## src/rtl/serial_reduce_if.sv

```systemverilog
// Operand stream in, result strobe out, for the serial reduction core.
// The transmitter side uses the master modport and the core uses the slave modport.
interface serial_reduce_if #(
    parameter int DATA_W = 5,
    parameter int NUM_IN = 3
) ();
    localparam int OUT_W = DATA_W + $clog2(NUM_IN);

    logic              in_valid;
    logic [DATA_W-1:0] in;
    logic [1:0]        mode;
    logic              out_valid;
    logic [OUT_W-1:0]  out;
    logic              out_err;

    modport master (
        output in_valid, in, mode,
        input  out_valid, out, out_err
    );

    modport slave (
        input  in_valid, in, mode,
        output out_valid, out, out_err
    );
endinterface

```

## src/rtl/serial_reduce_core.sv

```systemverilog
// Serial frame reducer: takes NUM_IN operands one per cycle and reduces them by sum, max, min or range.
// It emits one result strobe OUT_DELAY cycles after the first idle cycle that follows a frame.
module serial_reduce_core #(
    parameter int DATA_W    = 5,
    parameter int NUM_IN    = 3,
    parameter int OUT_DELAY = 1
) (
    input logic            clk,
    input logic            rst_n,
    serial_reduce_if.slave bus
);
    localparam int OUT_W  = DATA_W + $clog2(NUM_IN);
    localparam int CNT_W  = $clog2(NUM_IN + 2);
    localparam int WAIT_W = $clog2(OUT_DELAY + 1);

    typedef enum logic [1:0] {S_IDLE, S_ACC, S_WAIT, S_OUT} state_t;

    state_t             state_reg, state_next;
    logic [CNT_W-1:0]   count_reg;
    logic [OUT_W-1:0]   acc_reg;
    logic [DATA_W-1:0]  max_reg, min_reg;
    logic [1:0]         mode_reg;
    logic [WAIT_W-1:0]  wait_reg;
    logic               out_valid_reg, out_err_reg;
    logic [OUT_W-1:0]   out_reg;

    logic               out_valid_next, out_err_next, wait_done;
    logic [OUT_W-1:0]   out_next;

    // WAIT always begins with wait_reg at zero and lasts OUT_DELAY-1 cycles.
    assign wait_done = int'(wait_reg) >= OUT_DELAY - 2;

    always_ff @(posedge clk or negedge rst_n) begin
        if (!rst_n) state_reg <= S_IDLE;
        else        state_reg <= state_next;
    end

    always_comb begin
        state_next = state_reg;
        case (state_reg)
            S_IDLE: if (bus.in_valid) state_next = S_ACC;
            S_ACC:  if (!bus.in_valid) state_next = (OUT_DELAY == 1) ? S_OUT : S_WAIT;
            S_WAIT: if (wait_done) state_next = S_OUT;
            S_OUT:  state_next = S_IDLE;
            default: state_next = S_IDLE;
        endcase
    end

    // The result is registered on the edge that enters OUT.
    always_comb begin
        out_valid_next = (state_next == S_OUT);
        out_err_next   = (count_reg != CNT_W'(NUM_IN));
        out_next       = '0;
        if (!out_err_next) begin
            case (mode_reg)
                2'd0: out_next = acc_reg;
                2'd1: out_next = OUT_W'(max_reg);
                2'd2: out_next = OUT_W'(min_reg);
                2'd3: out_next = OUT_W'(DATA_W'(max_reg - min_reg));
            endcase
        end
    end

    always_ff @(posedge clk or negedge rst_n) begin
        if (!rst_n) begin
            count_reg     <= '0;
            acc_reg       <= '0;
            max_reg       <= '0;
            min_reg       <= '0;
            mode_reg      <= '0;
            wait_reg      <= '0;
            out_valid_reg <= 1'b0;
            out_reg       <= '0;
            out_err_reg   <= 1'b0;
        end else begin
            if (state_reg == S_IDLE && bus.in_valid) begin
                acc_reg   <= OUT_W'(bus.in);
                max_reg   <= bus.in;
                min_reg   <= bus.in;
                mode_reg  <= bus.mode;
                count_reg <= CNT_W'(1);
            end else if (state_reg == S_ACC && bus.in_valid) begin
                acc_reg <= acc_reg + OUT_W'(bus.in);
                if (bus.in > max_reg) max_reg <= bus.in;
                if (bus.in < min_reg) min_reg <= bus.in;
                // NUM_IN+1 marks any overrun regardless of how long it runs.
                if (count_reg != CNT_W'(NUM_IN + 1)) count_reg <= count_reg + CNT_W'(1);
            end
            wait_reg      <= (state_reg == S_WAIT) ? wait_reg + WAIT_W'(1) : '0;
            out_valid_reg <= out_valid_next;
            if (out_valid_next) begin
                out_reg     <= out_next;
                out_err_reg <= out_err_next;
            end
        end
    end

    assign bus.out_valid = out_valid_reg;
    assign bus.out       = out_reg;
    assign bus.out_err   = out_err_reg;
endmodule
```

## src/flat_wrapper.sv

```systemverilog
// flat-port wrapper written by rule: the top's interface ports become plain ports
module serial_reduce_core_flat 
#(
    parameter int DATA_W    = 5,
    parameter int NUM_IN    = 3,
    parameter int OUT_DELAY = 1
)
  (clk, rst_n, bus_in_valid, bus_in, bus_mode, bus_out_valid, bus_out, bus_out_err);
  serial_reduce_if #(.DATA_W(DATA_W), .NUM_IN(NUM_IN)) bus_i ();
  input logic clk;
  input logic rst_n;
  input wire logic [$bits(bus_i.in_valid)-1:0] bus_in_valid;
  input wire logic [$bits(bus_i.in)-1:0] bus_in;
  input wire logic [$bits(bus_i.mode)-1:0] bus_mode;
  output wire logic [$bits(bus_i.out_valid)-1:0] bus_out_valid;
  output wire logic [$bits(bus_i.out)-1:0] bus_out;
  output wire logic [$bits(bus_i.out_err)-1:0] bus_out_err;
  assign bus_i.in_valid = bus_in_valid;
  assign bus_i.in = bus_in;
  assign bus_i.mode = bus_mode;
  assign bus_out_valid = bus_i.out_valid;
  assign bus_out = bus_i.out;
  assign bus_out_err = bus_i.out_err;
  serial_reduce_core #(.DATA_W(DATA_W), .NUM_IN(NUM_IN), .OUT_DELAY(OUT_DELAY)) u_core (.clk(clk), .rst_n(rst_n), .bus(bus_i));
endmodule
```

## config.mk

```make
export PLATFORM = sky130hd
export DESIGN_NAME = serial_reduce_core_flat
export DESIGN_NICKNAME = d
export VERILOG_FILES = /design/src/rtl/serial_reduce_if.sv /design/src/rtl/serial_reduce_core.sv /design/src/flat_wrapper.sv
export SDC_FILE = /design/constraint.sdc
export NUM_CORES = 1
export LEC_CHECK = 0
export ABC_CLOCK_PERIOD_IN_PS = 5300
export BUFFER_PORTS_ARGS = -buffer_cell sky130_fd_sc_hd__buf_4
export CAP_MARGIN = 20
export CORE_ASPECT_RATIO = 0.75
export CORE_MARGIN = 10
export CORE_UTILIZATION = 52
export CTS_CLUSTER_SIZE = 12
export DETAILED_ROUTE_END_ITERATION = 10
export GPL_TIMING_DRIVEN = 0
export PLACE_DENSITY_LB_ADDON = 0.25
export REMOVE_ABC_BUFFERS = 1
export SETUP_SLACK_MARGIN = 0.4
export SYNTH_ARGS = -nofsm -noshare
export SYNTH_HDL_FRONTEND = slang
export SYNTH_SLANG_ARGS = --single-unit
```

## constraint.sdc

```tcl
create_clock -name clk -period 5.3 [get_ports clk]
set_input_delay 1.59 -clock clk [delete_from_list [all_inputs] [get_ports clk]]
set_output_delay 1.59 -clock clk [all_outputs]
set_load 0.1 [all_outputs]
```

==> impl_results.md <==
* Initial Util at a little over half
* All-Layer GR Usage at between 10% and 20%
* Crit path max fanout at 5
* Area of the die at 7250 um^2
* CTS Sinks at 33
* Final min period at 2.98 ns
* Number of cells upsized or downsized after cts at 0
* Routability-driven placement congestion ratio at about 0.87
* Clock tree from TritonCTS: built
* Power consumption at between 1.5 and 2 mW
* Worst Hold Margin at 0.484 ns
* Main area contributors after synthesis: sky130_fd_sc_hd__dfrtp_1, sky130_fd_sc_hd__ha_1, sky130_fd_sc_hd__a22o_1
* Sequential-to-total area share from yosys stat at 37.6%
* Num rows at 20
* Run status: finished clean
* Growth of design area from synthesis to finish at 12.4%
* Number of storage elements in the synthesis netlist at 33
* Uppermost metal layer occupied by signal nets: met4
* Crit share post-route at between 50 and 60%
* Comb pwr share at between 60% and 70%
* Total length of routed wires at roughly 4.5 mm
* Sequential share of power at between 20 and 30%
* Vias in the first global route at ~1600
* Die Span Y at about 76 um
* Number of failing setup endpoints in the final timing report at 0
* Worst voltage drop across the vdd grid at approximately 300 uV
* Top cell type by total area after synthesis: sky130_fd_sc_hd__dfrtp_1
* Post-layout util at 60.9%
* Synthesized instance count at between 200 and 250
* Count of port buffers added during placement at 18
* Total met2 wirelength after detailed routing at approximately 1.8 mm
* Metal-1 WL at between 2 and 2.5 mm
* Setup repair after global routing missed its margin: no
* Non-filler cells, final at 280
* Count of flip-flops with a built-in enable after synthesis at 0
* Number of buffers created by CTS at 5
* Vias at approximately 1600
* Max transition margin at between 50 and 60%
* Top_reg_cell synth: sky130_fd_sc_hd__dfrtp_1
* Total area of multi-input combinational cells at about 1300 um^2
* Fillers at about 370
* Top cell types by occurrence after synthesis: sky130_fd_sc_hd__dfrtp_1, sky130_fd_sc_hd__ha_1, sky130_fd_sc_hd__inv_1, sky130_fd_sc_hd__nand2_1, sky130_fd_sc_hd__o21ai_0
* Net load switching power at 0.815 mW
* Category of the worst setup path launch point: input pin
* Slew Viols, Final at 0
* Count of distinct cell types in the synthesized netlist at 46
* Post-route design area at 2470 um^2
* Vias per cell at ~5.7
* Maximum clock rate at between 300 and 400 MHz
* Part of the total power dissipated in the clock network at between 10 and 15%
* I/O pin count at 19
* Switching share of power at approximately 48%
* Cell Int Power at ~0.88 mW
* Placed Instances at 272
* Placed standard-cell area at about 2400 um^2
* Worst setup margin at 2.32 ns
* Kind of end point of the critical path: flop
* Measured slew at the worst slew-check pin at 0.734 ns
* Die Width at approximately 95 um
* Number of post-CTS setup repair buffers at 0
* Antenna diodes at 0
* Total negative setup slack at 0 ns
* Number of hold-repair buffers added at the cts stage at 0
* H-tree lvl count at 2
* Data required time at the worst endpoint at between 5 and 6 ns
* Clock root buffer master: sky130_fd_sc_hd__clkbuf_8
* Core ar. at 4050 um^2
* Fraction of synthesis flops using an asynchronous set or reset pin at 100%
* Cell area after synthesis at approximately 2200 um^2
* Number of detailed-route iterations in the first pass at 4
* CTS max path bufs at 2
* Residual overflow from global routing at 0
* Global-route wire length before repair at 7.81 mm
* HPWL after detailed placement at 3.34 mm
* Hold crit path type: flop to flop
* Area share of the leading cell type in the synthesized netlist at 37.6%
* Detailed router's first-iteration violation count at ~130
* Leakage power figure at between 1 and 1.5 nW
* Most numerous cell in the Yosys netlist: sky130_fd_sc_hd__dfrtp_1
* Max-Cap Viols at 0
* Detail-routed net length per standard cell at roughly 16 um
* Power density over the cells at ~690 nW/um^2
* Residual DRC count at 0
* Flip-flop and latch area at just over 800 um^2
* Total met3 wirelength after detailed routing at between 300 and 400 um
* Clock transition at the register clock pins on the worst setup and hold paths after CTS at ~0.070 ns
* Clk Latency, worst-skew pair at roughly 0.3 ns
* Initial antenna violation count at 0
* Place WS at between 2 and 2.5 ns
* Number of endpoints with negative hold slack in the final report at 0
* Number of nets still failing antenna checks after routing at 0
* Pin count of the biggest net entering global routing at 34
* YS warnings at 0
* Net count reported at finish at approximately 260
* Arrival time of the worst setup path at roughly 3.2 ns
* Path type of the worst setup path: input pin to flop
* Maximum clock skew at final layout at between 0.006 and 0.007 ns
* Synth Area per Inst at 10.8 um^2
* Layout cell share with drive strength beyond 1 at 21.3%
-- routing by layer --
layer | vias to the layer above | global-route usage (%)
li1 | 788 | -
met1 | 765 | 19.5
met2 | 43 | 17.5
met3 | 8 | 4.72
met4 | 0 | 4.93
met5 | - | 0
-- path summary, 6_finish.rpt --
check                                   from                end  slack (ns)  cells after the start
max                                bus_in[0]  u_core.acc_reg[6]        2.32                      7
max in group asynchronous              rst_n  u_core.acc_reg[0]        3.76                      1
min in group asynchronous              rst_n  u_core.bus.out[2]        1.23                      1
min                        u_core.bus.out[6]  u_core.bus.out[6]        0.48                      2
min reg2reg                u_core.bus.out[6]  u_core.bus.out[6]        0.48                      2
max reg2reg                u_core.max_reg[0]  u_core.bus.out[2]        3.20                      7
-- worst max-delay path, cell delays in order --
cell,delay (ns)
sky130_fd_sc_hd__buf_4,0.13
sky130_fd_sc_hd__ha_1,0.24
sky130_fd_sc_hd__fa_1,0.43
sky130_fd_sc_hd__a21o_1,0.21
sky130_fd_sc_hd__a21oi_1,0.26
sky130_fd_sc_hd__o21ai_0,0.12
sky130_fd_sc_hd__and4_1,0.19
-- power groups by stage --
stage / logic, mW / clock network [mW] / registers, mW
floorplan: 0.666 / 0 / 0.606
global route: 1.13 / 0.208 / 0.497
global placement: 1.00 / 0 / 0.477
finish: 1.02 / 0.190 / 0.478
CTS: 1.02 / 0.195 / 0.476
detailed placement: 1.02 / 0 / 0.481
-- cells by family after synthesis --
group | Yosys count | synth area share, %
and+or+nand+nor | 40 | 9.23
DFF | 33 | 37.6
adders and majority gates | 27 | 16.1
xor gates and xnor gates | 6 | 2.39
AOI/OAI and AO/OA | 55 | 18.3
muxes | 18 | 12.2
buffers and inverters | 24 | 4.22
-- cell usage in the layout, fill, tap and decap left out, types with 2 or more instances in the layout --
master | Yosys | routed
sky130_fd_sc_hd__xor2_1 | 5 | 5
sky130_fd_sc_hd__a21oi_2 | 2 | 2
sky130_fd_sc_hd__a22o_1 | 9 | 9
sky130_fd_sc_hd__mux2i_1 | 2 | 2
sky130_fd_sc_hd__mux4_2 | 3 | 3
sky130_fd_sc_hd__mux2_4 | 5 | 5
sky130_fd_sc_hd__inv_1 | 20 | 20
sky130_fd_sc_hd__buf_4 | 0 | 18
sky130_fd_sc_hd__nor2_1 | 8 | 8
sky130_fd_sc_hd__fa_1 | 2 | 2
sky130_fd_sc_hd__o21ai_0 | 12 | 12
sky130_fd_sc_hd__and3_1 | 2 | 2
sky130_fd_sc_hd__a211oi_1 | 2 | 2
sky130_fd_sc_hd__nand2_1 | 13 | 13
sky130_fd_sc_hd__clkinv_2 | 0 | 2
sky130_fd_sc_hd__clkbuf_8 | 0 | 5
sky130_fd_sc_hd__o21ai_1 | 5 | 5
sky130_fd_sc_hd__nand3_1 | 6 | 6
sky130_fd_sc_hd__a21oi_1 | 7 | 7
sky130_fd_sc_hd__a21o_1 | 2 | 2
sky130_fd_sc_hd__a32oi_1 | 2 | 2
sky130_fd_sc_hd__mux2_2 | 7 | 7
sky130_fd_sc_hd__ha_1 | 25 | 25
sky130_fd_sc_hd__nor2b_1 | 3 | 3
sky130_fd_sc_hd__dfrtp_1 | 33 | 33
sky130_fd_sc_hd__o31ai_1 | 3 | 3
-- layout make-up --
| cell class | instances | share of cell area [%] |
|---|---|---|
| tap | 55 | 2.79 |
| inverter | 20 | 3.04 |
| timing repair buffer | 18 | 5.47 |
| multi-input combinational | 146 | 51.7 |
| clock buffer | 5 | 2.79 |
| clock inverter | 3 | 0.710 |
| sequential | 33 | 33.5 |
No activity file was read; power rests on OpenSTA's default activity.
